## config.mk

```make
export PLATFORM = sky130hd
export DESIGN_NAME = bcd_cnt_n_flat
export DESIGN_NICKNAME = d
export VERILOG_FILES = /design/src/rtl/bcd_cnt_n_if.sv /design/src/rtl/bcd_cnt_n.sv /design/src/flat_wrapper.sv
export SDC_FILE = /design/constraint.sdc
export NUM_CORES = 1
export LEC_CHECK = 0
export ABC_AREA = 0
export BUFFER_PORTS_ARGS = -buffer_cell sky130_fd_sc_hd__buf_2
export CORE_MARGIN = 2
export CORE_UTILIZATION = 48
export DETAILED_ROUTE_END_ITERATION = 10
export PLACE_DENSITY = 0.74
export SLEW_MARGIN = 30
export SYNTH_ARGS = -nofsm -noshare
export SYNTH_HDL_FRONTEND = slang
export SYNTH_SLANG_ARGS = --single-unit
```

## constraint.sdc

```tcl
create_clock -name CLK -period 3.4 [get_ports CLK]
set_input_delay 0.68 -clock CLK [delete_from_list [all_inputs] [get_ports CLK]]
set_output_delay 0.68 -clock CLK [all_outputs]
set_load 0.05 [all_outputs]
```

## src/rtl/bcd_cnt_n_if.sv

```systemverilog
// bcd_cnt_n_if: control and status bundle for one cascadable BCD counter stage.
//   ENABLE    master->slave  global count enable
//   CARRY_in  master->slave  count request from the lower stage
//   DOWN      master->slave  0 = count up, 1 = count down
//   LOAD      master->slave  synchronous load strobe
//   LOAD_VAL  master->slave  BCD value to load (4*DIGITS bits)
//   CNT       slave->master  current BCD count (4*DIGITS bits)
//   CARRY_out slave->master  combinational wrap indication for the next stage
//   LOAD_ERR  slave->master  one-cycle pulse after a rejected load
interface bcd_cnt_n_if #(
    parameter int DIGITS = 4
) ();
    logic                  ENABLE;
    logic                  CARRY_in;
    logic                  DOWN;
    logic                  LOAD;
    logic [4*DIGITS-1:0]   LOAD_VAL;
    logic [4*DIGITS-1:0]   CNT;
    logic                  CARRY_out;
    logic                  LOAD_ERR;
    modport master (
        output ENABLE, CARRY_in, DOWN, LOAD, LOAD_VAL,
        input  CNT, CARRY_out, LOAD_ERR
    );
    modport slave (
        input  ENABLE, CARRY_in, DOWN, LOAD, LOAD_VAL,
        output CNT, CARRY_out, LOAD_ERR
    );
endinterface

```

## src/rtl/bcd_cnt_n.sv

```systemverilog
// bcd_cnt_n: N-digit cascadable BCD counter with MIN/MAX wrap, up/down and validated load.
//   CLK    rising-edge clock
//   RESET  asynchronous active-high reset, loads RESET_VAL
//   bus    bcd_cnt_n_if.slave: ENABLE, CARRY_in, DOWN, LOAD, LOAD_VAL in;
//          CNT, CARRY_out, LOAD_ERR out
module bcd_cnt_n #(
    parameter int                  DIGITS    = 4,
    parameter logic [4*DIGITS-1:0] MIN_VAL   = 16'h0000,
    parameter logic [4*DIGITS-1:0] MAX_VAL   = 16'h2099,
    parameter logic [4*DIGITS-1:0] RESET_VAL = 16'h2000
) (
    input  logic         CLK,
    input  logic         RESET,
    bcd_cnt_n_if.slave   bus
);
    localparam int W = 4 * DIGITS;

    logic [W-1:0] cnt_q, cnt_d, cnt_inc, cnt_dec;
    logic         load_err_q, load_err_d;
    logic         at_max, at_min, step, load_ok;

    // Decimal ripple increment: a 9 rolls to 0 and passes the +1 upward.
    function automatic logic [W-1:0] bcd_inc(input logic [W-1:0] v);
        logic c;
        bcd_inc = v;
        c = 1'b1;
        for (int k = 0; k < DIGITS; k++) begin
            bcd_inc[4*k+:4] = c ? ((v[4*k+:4] == 4'd9) ? 4'd0 : v[4*k+:4] + 4'd1) : v[4*k+:4];
            c = c & (v[4*k+:4] == 4'd9);
        end
    endfunction

    // Decimal ripple decrement: a 0 rolls to 9 and passes the -1 upward.
    function automatic logic [W-1:0] bcd_dec(input logic [W-1:0] v);
        logic b;
        bcd_dec = v;
        b = 1'b1;
        for (int k = 0; k < DIGITS; k++) begin
            bcd_dec[4*k+:4] = b ? ((v[4*k+:4] == 4'd0) ? 4'd9 : v[4*k+:4] - 4'd1) : v[4*k+:4];
            b = b & (v[4*k+:4] == 4'd0);
        end
    endfunction

    function automatic logic digits_ok(input logic [W-1:0] v);
        digits_ok = 1'b1;
        for (int k = 0; k < DIGITS; k++)
            digits_ok = digits_ok & (v[4*k+:4] <= 4'd9);
    endfunction

    always_comb begin
        at_max     = cnt_q == MAX_VAL;
        at_min     = cnt_q == MIN_VAL;
        step       = bus.ENABLE & bus.CARRY_in & ~bus.LOAD;
        // With every nibble <= 9, binary ordering equals decimal ordering.
        load_ok    = digits_ok(bus.LOAD_VAL) && bus.LOAD_VAL >= MIN_VAL && bus.LOAD_VAL <= MAX_VAL;
        cnt_inc    = at_max ? MIN_VAL : bcd_inc(cnt_q);
        cnt_dec    = at_min ? MAX_VAL : bcd_dec(cnt_q);
        cnt_d      = bus.LOAD ? (load_ok ? bus.LOAD_VAL : cnt_q)
                   : step     ? (bus.DOWN ? cnt_dec : cnt_inc)
                   :            cnt_q;
        load_err_d = bus.LOAD & ~load_ok;
    end

    always_ff @(posedge CLK or posedge RESET) begin
        if (RESET) begin
            cnt_q      <= RESET_VAL;
            load_err_q <= 1'b0;
        end else begin
            cnt_q      <= cnt_d;
            load_err_q <= load_err_d;
        end
    end

    assign bus.CNT       = cnt_q;
    assign bus.LOAD_ERR  = load_err_q;
    // Held low in reset so a stage at its bound cannot ripple into the next one.
    assign bus.CARRY_out = ~RESET & step & (bus.DOWN ? at_min : at_max);
endmodule

```

## src/flat_wrapper.sv

```systemverilog
// flat-port wrapper written by rule: the top's interface ports become plain ports
module bcd_cnt_n_flat 
#(
    parameter int                  DIGITS    = 4,
    parameter logic [4*DIGITS-1:0] MIN_VAL   = 16'h0000,
    parameter logic [4*DIGITS-1:0] MAX_VAL   = 16'h2099,
    parameter logic [4*DIGITS-1:0] RESET_VAL = 16'h2000
)
  (CLK, RESET, bus_ENABLE, bus_CARRY_in, bus_DOWN, bus_LOAD, bus_LOAD_VAL, bus_CNT, bus_CARRY_out, bus_LOAD_ERR);
  bcd_cnt_n_if #(.DIGITS(DIGITS)) bus_i ();
  input  logic CLK;
  input  logic RESET;
  input wire logic [$bits(bus_i.ENABLE)-1:0] bus_ENABLE;
  input wire logic [$bits(bus_i.CARRY_in)-1:0] bus_CARRY_in;
  input wire logic [$bits(bus_i.DOWN)-1:0] bus_DOWN;
  input wire logic [$bits(bus_i.LOAD)-1:0] bus_LOAD;
  input wire logic [$bits(bus_i.LOAD_VAL)-1:0] bus_LOAD_VAL;
  output wire logic [$bits(bus_i.CNT)-1:0] bus_CNT;
  output wire logic [$bits(bus_i.CARRY_out)-1:0] bus_CARRY_out;
  output wire logic [$bits(bus_i.LOAD_ERR)-1:0] bus_LOAD_ERR;
  assign bus_i.ENABLE = bus_ENABLE;
  assign bus_i.CARRY_in = bus_CARRY_in;
  assign bus_i.DOWN = bus_DOWN;
  assign bus_i.LOAD = bus_LOAD;
  assign bus_i.LOAD_VAL = bus_LOAD_VAL;
  assign bus_CNT = bus_i.CNT;
  assign bus_CARRY_out = bus_i.CARRY_out;
  assign bus_LOAD_ERR = bus_i.LOAD_ERR;
  bcd_cnt_n #(.DIGITS(DIGITS), .MIN_VAL(MIN_VAL), .MAX_VAL(MAX_VAL), .RESET_VAL(RESET_VAL)) u_core (.CLK(CLK), .RESET(RESET), .bus(bus_i));
endmodule
```

==> run_results.csv <==
group,metric,value,unit
timing,setup_viol,0,
floorplanning,die_w,66.3,um
clock_network,clock_latency,0.25,ns
timing,finalCritPeriodShare,88.1,%
routing,wirelength_met1,2290,um
clock_network,cts_sinks,17,
floorplanning,coreArea,3690,um^2
grt,antenna_found_initial,0,
job,maxCapViolCount,0,
power,clockPowerShare,10.1,%
yosys,yosysWarnings,0,
timing,finClkSkew,0.00241,ns
power,p_total,1.51,mW
power,p_leak,0.907,nW
routing,highest_layer,"met4",
timing,rsz0062_at_grt,"false",
timing,fmax,334,MHz
cells_and_area,area.growth.synth_to_final,11.6,%
yosys,syn_avg_cell_area,8.43,um^2
setup_path,critPathCaptureType,"primary output",
floorplanning,core.rowCount,22,
clock_network,clk_path_buf_depth,2,
floorplanning,dieHeight,66.3,um
timing,hold_violations,0,
clock_network,clk_pin_slew,0.07,ns
routing,routed_wl,4610,um
yosys,ys.flop_type,"dfrtp_1",
power,vdd_drop_max,367,uV
grt,grt_first_pass_wirelength,7490,um
timing,max_slew_margin,69.5,%
placed_design,globalplace.congestion,0.915,
yosys,synthArstFlopShare,100,%
yosys,synth_cell_types,62,
timing,post-route-min-period,3.00,ns
clock_network,cts_root_buf,"clkbuf_8",
placed_design,port_buffers,39,
setup_path,critical_path_class,"register to primary output",
routing,drt_iter0_markers,133,
placed_design,dp.cells,295,
placed_design,dp_slack,0.698,ns
yosys,synth_top_area_cell,"dfrtp_1",
setup_path,start_kind,"register",
setup_path,cp_max_fo,8,
floorplanning,start_util,50.5,%
routing,viasPerCell,5.94,
grt,overflow,0,
yosys,synth-edff-count,0,
cells_and_area,fin_cells,299,
placed_design,hpwl,3450,um
timing,worst_slack,0.404,ns
timing,tightest_slew,0.458,ns
setup_path,required,2.72,ns
yosys,ys_seq_elements,17,
cells_and_area,layout.nets,284,
clock_network,postCtsSetupBuffers,0,
cells_and_area,layout_common_cells,"buf_2, o21ai_0, dfrtp_1, nor2_1",
yosys,yosysSeqAreaShare,22.9,%
grt,grt_max_degree,19,
floorplanning,die_area,4400,um^2
routing,first_pass_iters,4,
routing,route.met2.wl,2000,um
routing,drcViolationCount,0,
yosys,synthCells,221,
clock_network,h-tree-depth,1,
yosys,synthTopCellsByArea,"dfrtp_1, ha_1, o21ai_0, nand3_1, mux2i_1",
clock_network,cts_tree,"done",
yosys,synthesis.nets,253,
routing,num_vias,1775,
floorplanning,ioPinCount,40,
status,status,"finished clean",
power,pwr_density_cell,724,nW/um^2
worst_hold_path,hp-class,"input port to asynchronous set/reset pin",
cells_and_area,drive_above_1_share,26.3,%
power,power_frac_seq,30.5,%
timing,report.final.slew_viol_count,0,
cells_and_area,final_common_cell,"buf_2",
setup_path,arrival,2.32,ns
clock_network,cts_buffers,3,
power,p_int,692,uW
routing,ant_nets,0,
clock_network,cts_resized,0,
clock_network,holdBufCountCts,0,
setup_path,reg2reg_slack,1.05,ns
power,switching_share,54.0,%
yosys,yosysTopAreaCellShare,21.5,%
grt,grt_pass1_vias,1555,
routing,wl_per_cell,15.4,um
power,combPwrFrac,59.4,%
power,switching_power,813,uW
routing,wl_met3,305,um
grt,grtUsageTotal,21.8,%
cells_and_area,num_antenna_cells,0,
timing,fin_tns_setup,0,ns
yosys,synth_area,1860,um^2
-- power groups by stage --
| stage | logic [mW] | clock network (mW) | registers, mW |
|---|---|---|---|
| after global routing | 0.971 | 0.165 | 0.482 |
| after global placement | 0.886 | 0 | 0.454 |
| after CTS | 0.893 | 0.154 | 0.456 |
| after floorplan | 0.580 | 0 | 0.603 |
| final | 0.894 | 0.152 | 0.459 |
| after detailed placement | 0.890 | 0 | 0.460 |
-- flip-flops by register name, summed over array words and instances (netlist names) --
signal,flops
u_core.bus.CNT,16
u_core.bus.LOAD_ERR,1
-- cells in the mapped netlist (3+ instances only) --
| cell | count |
|---|---|
| ha_1 | 10 |
| a221oi_1 | 3 |
| buf_4 | 3 |
| nand2_1 | 14 |
| a22oi_1 | 3 |
| nor3b_4 | 3 |
| a21oi_1 | 8 |
| dfrtp_1 | 16 |
| nor2_1 | 15 |
| nand3_1 | 14 |
| and3_1 | 5 |
| a31oi_1 | 6 |
| buf_6 | 4 |
| nand2b_1 | 5 |
| nor2b_1 | 7 |
| clkbuf_1 | 4 |
| and3b_1 | 3 |
| inv_1 | 12 |
| o31a_1 | 3 |
| buf_2 | 5 |
| mux2i_1 | 6 |
| mux2_2 | 3 |
| o21ai_0 | 20 |
-- cell families after synthesis --
logic type               synth area share, %
AO/OA/AOI/OAI                           27.7
flip-flops                              22.9
multiplexers                            7.05
AND/OR/NAND/NOR                         26.1
buffers and inverters                   8.60
adder cells (fa/ha/maj)                 6.72
XOR/XNOR                               0.940
-- metrics by stage --
step / hold WS (ns) / util (%) / area (um^2)
3_5_place_dp: 0.583 / 55.1 / 2030
6_report: 0.520 / 56.3 / 2080
5_1_grt: 0.536 / 56.3 / 2080
4_1_cts: 0.531 / 56.3 / 2080
3_3_place_gp: 0.577 / 55.1 / 2030
2_1_floorplan: 0.610 / - / 1860
-- layout make-up --
type | instances | area, um^2
Fill cell | 362 | 1610
Timing Repair Buffer | 42 | 218
Clock buffer | 4 | 45.0
Tap cell | 48 | 60.1
Sequential cell | 17 | 427
Inverter | 14 | 52.6
Multi-Input combinational cell | 174 | 1280
-- critical path: stages (launching register included) --
cell and delay, ns:
dfrtp_1 0.46, inv_1 0.13, ha_1 0.28, nor3b_4 0.32, a41oi_2 0.27, nor2_1 0.19
and3_1 0.16, buf_2 0.25
-- worst paths after layout --
path,from,end,depth (start not counted)
max,u_core.bus.CNT[0]$_DFFE_PP0P_,bus_CARRY_out,7
min,RESET,u_core.bus.CNT[3]$_DFFE_PP0P_,3
max reg2reg,u_core.bus.CNT[0]$_DFFE_PP0P_,u_core.bus.CNT[12]$_DFFE_PP0P_,7
min reg2reg,u_core.bus.CNT[13]$_DFFE_PP1P_,u_core.bus.CNT[13]$_DFFE_PP1P_,1
max in group asynchronous,RESET,u_core.bus.CNT[13]$_DFFE_PP1P_,3
min in group CLK,u_core.bus.CNT[13]$_DFFE_PP1P_,u_core.bus.CNT[13]$_DFFE_PP1P_,1
-- layer usage --
| layer | track usage (%) | vias up |
|---|---|---|
| li1 | - | 880 |
| met1 | 33.5 | 825 |
| met2 | 33.0 | 68 |
| met3 | 1.87 | 2 |
| met4 | 4.59 | 0 |
| met5 | 0 | - |
(Power assumes the default switching activity.)
